===== config.mk =====
export PLATFORM = sky130hd
export DESIGN_NAME = mac_unit
export DESIGN_NICKNAME = d
export VERILOG_FILES = /design/src/rtl/mac_unit.sv
export SDC_FILE = /design/constraint.sdc
export NUM_CORES = 1
export LEC_CHECK = 0
export BUFFER_PORTS_ARGS = -buffer_cell sky130_fd_sc_hd__buf_2
export CORE_ASPECT_RATIO = 1.5
export CORE_MARGIN = 2
export CORE_UTILIZATION = 42
export CTS_CLUSTER_SIZE = 16
export DETAILED_ROUTE_END_ITERATION = 8
export GPL_TIMING_DRIVEN = 0
export PLACE_DENSITY = 0.67
export SLEW_MARGIN = 20
export SYNTH_ARGS = -nofsm -noshare
export SYNTH_HDL_FRONTEND = slang
export SYNTH_SLANG_ARGS = --single-unit
export TNS_END_PERCENT = 100

===== constraint.sdc =====
create_clock -name clk -period 3.4 [get_ports clk]
set_clock_uncertainty 0.15 [all_clocks]
set_input_delay 0.51 -clock clk [delete_from_list [all_inputs] [get_ports clk]]
set_output_delay 0.51 -clock clk [all_outputs]
set_load 0.01 [all_outputs]

===== src/rtl/mac_unit.sv =====
// Two-stage unsigned multiply-accumulate unit.
// Stage 1 registers the full-width product; stage 2 accumulates it, saturating or wrapping on overflow.
module mac_unit #(
    parameter int unsigned DATA_W   = 8,
    parameter int unsigned ACC_W    = 16,
    parameter bit          SATURATE = 1'b1
) (
    input  logic              clk,
    input  logic              rst,
    input  logic              en,
    input  logic              clr,
    input  logic [DATA_W-1:0] a,
    input  logic [DATA_W-1:0] b,
    output logic [ACC_W-1:0]  out,
    output logic              out_valid,
    output logic              ovf
);

    localparam int unsigned PW  = 2 * DATA_W;
    localparam int unsigned EXT = ACC_W - PW + 1;

    logic [PW-1:0]    prod_d;
    logic [PW-1:0]    prod_q;
    logic             prod_v;
    logic [ACC_W-1:0] acc;
    logic [ACC_W:0]   sum;
    logic [ACC_W-1:0] acc_d;
    logic             ovf_d;
    logic             vld_d;

    // Operands widened before the multiply so no product bits are lost.
    assign prod_d = {{DATA_W{1'b0}}, a} * {{DATA_W{1'b0}}, b};

    always_ff @(posedge clk or negedge rst) begin
        if (!rst) begin
            prod_q <= '0;
            prod_v <= 1'b0;
        end else begin
            prod_q <= prod_d;
            prod_v <= en;
        end
    end

    assign sum = {1'b0, acc} + {{EXT{1'b0}}, prod_q};

    always_comb begin
        acc_d = acc;
        ovf_d = ovf;
        vld_d = 1'b0;
        if (clr && prod_v) begin
            acc_d = {{(ACC_W - PW){1'b0}}, prod_q};
            ovf_d = 1'b0;
            vld_d = 1'b1;
        end else if (clr) begin
            acc_d = '0;
            ovf_d = 1'b0;
        end else if (prod_v) begin
            vld_d = 1'b1;
            if (sum[ACC_W]) begin
                ovf_d = 1'b1;
                acc_d = SATURATE ? {ACC_W{1'b1}} : sum[ACC_W-1:0];
            end else begin
                acc_d = sum[ACC_W-1:0];
            end
        end
    end

    always_ff @(posedge clk or negedge rst) begin
        if (!rst) begin
            acc       <= '0;
            ovf       <= 1'b0;
            out_valid <= 1'b0;
        end else begin
            acc       <= acc_d;
            ovf       <= ovf_d;
            out_valid <= vld_d;
        end
    end

    assign out = acc;

endmodule


# After elaboration in Yosys (flattened, before gate mapping)
# Index checks and enable logic that the tools add are counted.
# op_classes
add_sub_neg,1
n_mul,1
muxes,11
n_reduce_logical,4
# ops
cell,n
16-bit 2-to-1 mux,4
16-bit by 16-bit adder with 17-bit output,1
8-bit by 8-bit multiplier with 16-bit output,1
1-bit 2-to-1 mux,7
3-bit nonzero test,2
2-bit AND reduction,1
1-bit logical AND,1
# word_totals
ff_bits,35
input_bits,20
output_inout_bits,18
elab_cells,22

# Longest topological paths before layout
# logic_depth
ltp_word,5
ltp_mapped,15
ltp_nobuf,15

# Worst setup path before layout
# Ideal clock, no wire load.
# synth_path
path_type,input to register
from,input a[2]
to,register prod_q[15]
setup_time_ns,0.111
arrival_time_ns,4.158
required_ns,3.139
setup_slack_ns,-1.020
cell_stages,13
path_buffers,0
path_cell_list,and2_1 -> fa_1 -> fa_1 -> fa_1 -> inv_1 -> fa_1 -> inv_1 -> ha_1 -> or2_2 -> a21oi_1 -> a31oi_2 -> mux2i_1 -> a2111oi_2
# synth_between
elab_chain_len,1
# synth_lines
element,line,rtl
from (decl),12,"input logic [DATA_W-1:0] a,"
8-bit by 8-bit multiplier with 16-bit output,32,"assign prod_d = {{DATA_W{1'b0}}, a} * {{DATA_W{1'b0}}, b};"
net prod_d[15],22,logic [PW-1:0] prod_d;
to (signal assigned),39,prod_q <= prod_d;
to (decl),23,logic [PW-1:0] prod_q;
# The timed path passes the listed nets, and every way through them passes these cells.
# A chain may end at the register's enable or synchronous reset.

# Final worst setup path
# layout_path
from,input a[1]
to,register prod_q[15]
# Same word-level chain as after synthesis.

==> out/qor.yml <==
floorplan:
  start_util_pct: 42.5
  die_x_um: 86.2
  dieHeight_um: 127
  core_mm2: 0.0100
  placementRows: 45
  num_io_pins: 38
  fp.dieArea_mm2: 0.0110
critical_path:
  end_kind: "flip-flop"
  slowest_delay_ns: 0.56
  timing.rr.end: "out[9]"
  crit_type: "primary input to flip-flop"
  cp_max_fo: 7
  start_kind: "primary input"
  cpMostUsedCell: "fa_1"
  path_cells: "buf_12 -> and2_4 -> fa_1 -> fa_1 -> fa_1 -> inv_1 -> fa_1 -> inv_2 -> ha_4 -> nand2_2 -> a21o_1 -> a31oi_4 -> mux2i_1 -> a2111oi_2"
  crit_required_ns: 3.39
  reg2reg_depth: 9
  cpMaxStageDelayCell: "fa_1"
  arrival_ns: 3.88
  reg2reg_from: "out[0]"
  r2r_slack_ns: 0.70
power:
  p_per_area_mw_per_mm2: 826
  p_switching_mw: 1.88
  power_frac_seq_pct: 16.8
  p_leak_nw: 2.48
  p_comb_share_pct: 70.1
  sw_frac_of_total_pct: 44.5
  clkPwrFrac_pct: 13.1
  peakVddDrop_mv: 0.311
  finalPower_mw: 4.22
  p_int_mw: 2.34
yosys:
  synth_top_family_by_area: "adder cells"
  yosys.area.top_type: "dfrtp_1"
  synth_common_cells: "58 x inv_1, 53 x and2_1, 52 x ha_1, 44 x nand2_1, 37 x fa_1"
  syn-cell-area_mm2: 0.00426
  ys_types: 58
  synth_compound_area_share_pct: 16.4
  synthSimpleGateAreaFrac_pct: 19.2
  synth_warnings: 0
  synth_area_leaders: "dfrtp_1 21%, fa_1 17%, ha_1 15%, and2_1 7.8%, inv_1 5.1%"
  synthFlopType: "dfrtp_1"
  synth_top_cell_area_share_pct: 20.6
  avgSynthCellArea_um2: 9.20
  synth_seq_area_share_pct: 20.6
  synthAdderAreaFrac_pct: 32.7
  synth_most_common_cell: "inv_1"
  synthMuxAreaShare_pct: 1.23
  syn_nets: 572
  synthCells: 463
  synth-edff-count: 0
  ys_seq_elements: 35
  synthXorXnorAreaFrac_pct: 3.91
  synth-async-reset-ratio_pct: 100
run_status:
  status: "finished with violations"
  violations: "negative setup slack"
sta:
  hold_viol_final: 0
  rsz0062_at_grt: "true"
  max-slew-margin-rel_pct: 49.9
  fmax_mhz: 257
  layout_min_cycle_time_ns: 3.89
  period_share_pct: 114
  setup_viol: 8
  layout_setup_ws_ns: -0.489
  worst_slew_pin_slew_ns: 0.752
  whs_ns: 0.137
  drv_slew: 0
global_route:
  grt_pass1_wl_mm: 15.7
  track_usage_pct: 17.7
  grt_pass1_vias: 3598
  grt_overflow: 0
  grt_max_degree: 36
  antenna_found_initial: 0
route:
  routed_wl_mm: 9.22
  vias: 3468
  routed_via_density: 5.50
  antenna_left: 0
  wl_per_cell_um: 14.6
  drc: 0
  drt_iter0_drc: 58
  first_pass_iters: 4
placement:
  gp_congestion: 0.889
  placed_area_mm2: 0.00472
  dp.cells: 617
  hpwlAfterDp_mm: 7.56
  port_buffers: 37
cts:
  clock_path_buffers: 2
  clk-insertion-delay-late_ns: 0.29
  cts-buffers-inserted: 5
  cts_tree: "done"
  ctsHtreeMaxLevel: 2
  cts-root-buf: "clkbuf_16"
  path_clk_slew_ns: 0.06
  cts.sinks: 35
finish:
  fin_area_mm2: 0.00510
  area_growth_pct: 19.8
  antenna_cells: 0
  stdcell_count: 631
  drive_gt1_share_pct: 21.2
  n_fill_cell: 911
  finalNetCount: 622
min_path:
  min_path_type: "primary input to async pin"
run:
  maxCapViolations: 0
## flip-flops by register name, summed over array words and instances, names as in the netlist
name,count
out,16
prod_q,16
out_valid,1
ovf,1
prod_v,1
## layout by cell type (no fill, tap or decap), drive strengths merged, types with 2 or more instances in the layout
cell	netlist	layout
nand3	4	4
nand2b	8	8
a31o	2	2
a221o	2	2
a211o	2	2
or2	3	3
fa	37	37
a31oi	2	2
o311ai	2	2
nor2	19	19
ha	52	52
dfrtp	35	35
mux2	2	2
a21o	9	9
a21oi	23	23
and3	2	2
clkbuf	6	12
o22ai	10	10
o21bai	2	2
a22oi	3	3
xor2	10	10
xnor2	9	9
nor2b	2	2
a211oi	6	6
inv	58	59
nor3	9	9
or3	2	2
nand2	44	44
mux2i	3	3
o21ai	16	16
and2	53	53
o211ai	8	8
o211a	2	2
o31ai	2	2
buf	1	44
## cells by family (layout without fill, tap and decap cells)
family | after synthesis | after routing
AO/OA/AOI/OAI | 95 | 95
AND/OR/NAND/NOR | 154 | 154
adder cells (fa/ha/maj) | 89 | 89
flip-flops | 35 | 35
multiplexers | 5 | 5
XOR/XNOR | 19 | 19
buffers and inverters | 66 | 117
## layer usage
metal,up-vias,share of wire (%),GRT usage (%)
li1,1669,-,-
met1,1676,39,19.1
met2,95,53,33.2
met3,28,3.5,2.00
met4,0,3.8,9.10
met5,-,0,0
## worst max path at each step
| stage | startpoint | end | slack [ns] | cells past startpoint |
|---|---|---|---|---|
| after global placement | a[2] | prod_q[15] | -0.90 | 15 |
| after global routing | a[1] | prod_q[15] | -0.63 | 14 |
| final | a[1] | prod_q[15] | -0.49 | 14 |
| after floorplan | a[3] | prod_q[15] | -0.56 | 13 |
| after detailed placement | b[5] | prod_q[15] | -0.93 | 15 |
| after CTS | b[2] | prod_q[15] | -0.48 | 14 |
## timing repair
item / in CTS / in global routing
pin swaps: 20 / 8
hold buffers: 0 / 0
gates resized for setup: 42 / 7
setup endpoints to repair: 8 / 8
buffers inserted: 6 / 0
## worst max-delay path: cells and delay by family
| kind | cells | cell delay, ns |
|---|---|---|
| buffers and inverters | 3 | 0.20 |
| muxes | 1 | 0.25 |
| and+or+nand+nor | 2 | 0.20 |
| adders and majority gates | 5 | 2.26 |
| AOI/OAI and AO/OA | 3 | 0.46 |
## power by group through the flow
stage / clock, mW / sequential [mW] / combinational, mW
after floorplan: 0 / 0.723 / 2.22
after detailed placement: 0 / 0.715 / 2.79
final: 0.551 / 0.709 / 2.96
after global routing: 0.574 / 0.726 / 3.30
after CTS: 0.561 / 0.707 / 2.91
after global placement: 0 / 0.708 / 2.73
## metrics by stage
step                      setup TNS (ns)  setup slack (ns)  utilization, %
final                              -2.74            -0.489            50.9
after detailed placement           -6.49            -0.926            47.1
after CTS                          -2.69            -0.483            50.6
after global placement             -6.27            -0.900            47.1
after global routing               -3.78            -0.626            50.9
after floorplan                    -3.03            -0.561               -
## cell type report
cell class / instances / area, um^2 / area share [%]
tap: 117 / 146 / 2.87
timing repair buffer: 43 / 339 / 6.64
sequential: 35 / 876 / 17.2
buffer: 7 / 33.8 / 0.662
clock buffer: 6 / 139 / 2.72
clock inverter: 2 / 38.8 / 0.760
inverter: 59 / 221 / 4.34
multi-input combinational: 362 / 3310 / 64.9
Note: power is estimated with default switching activity, not from simulation.
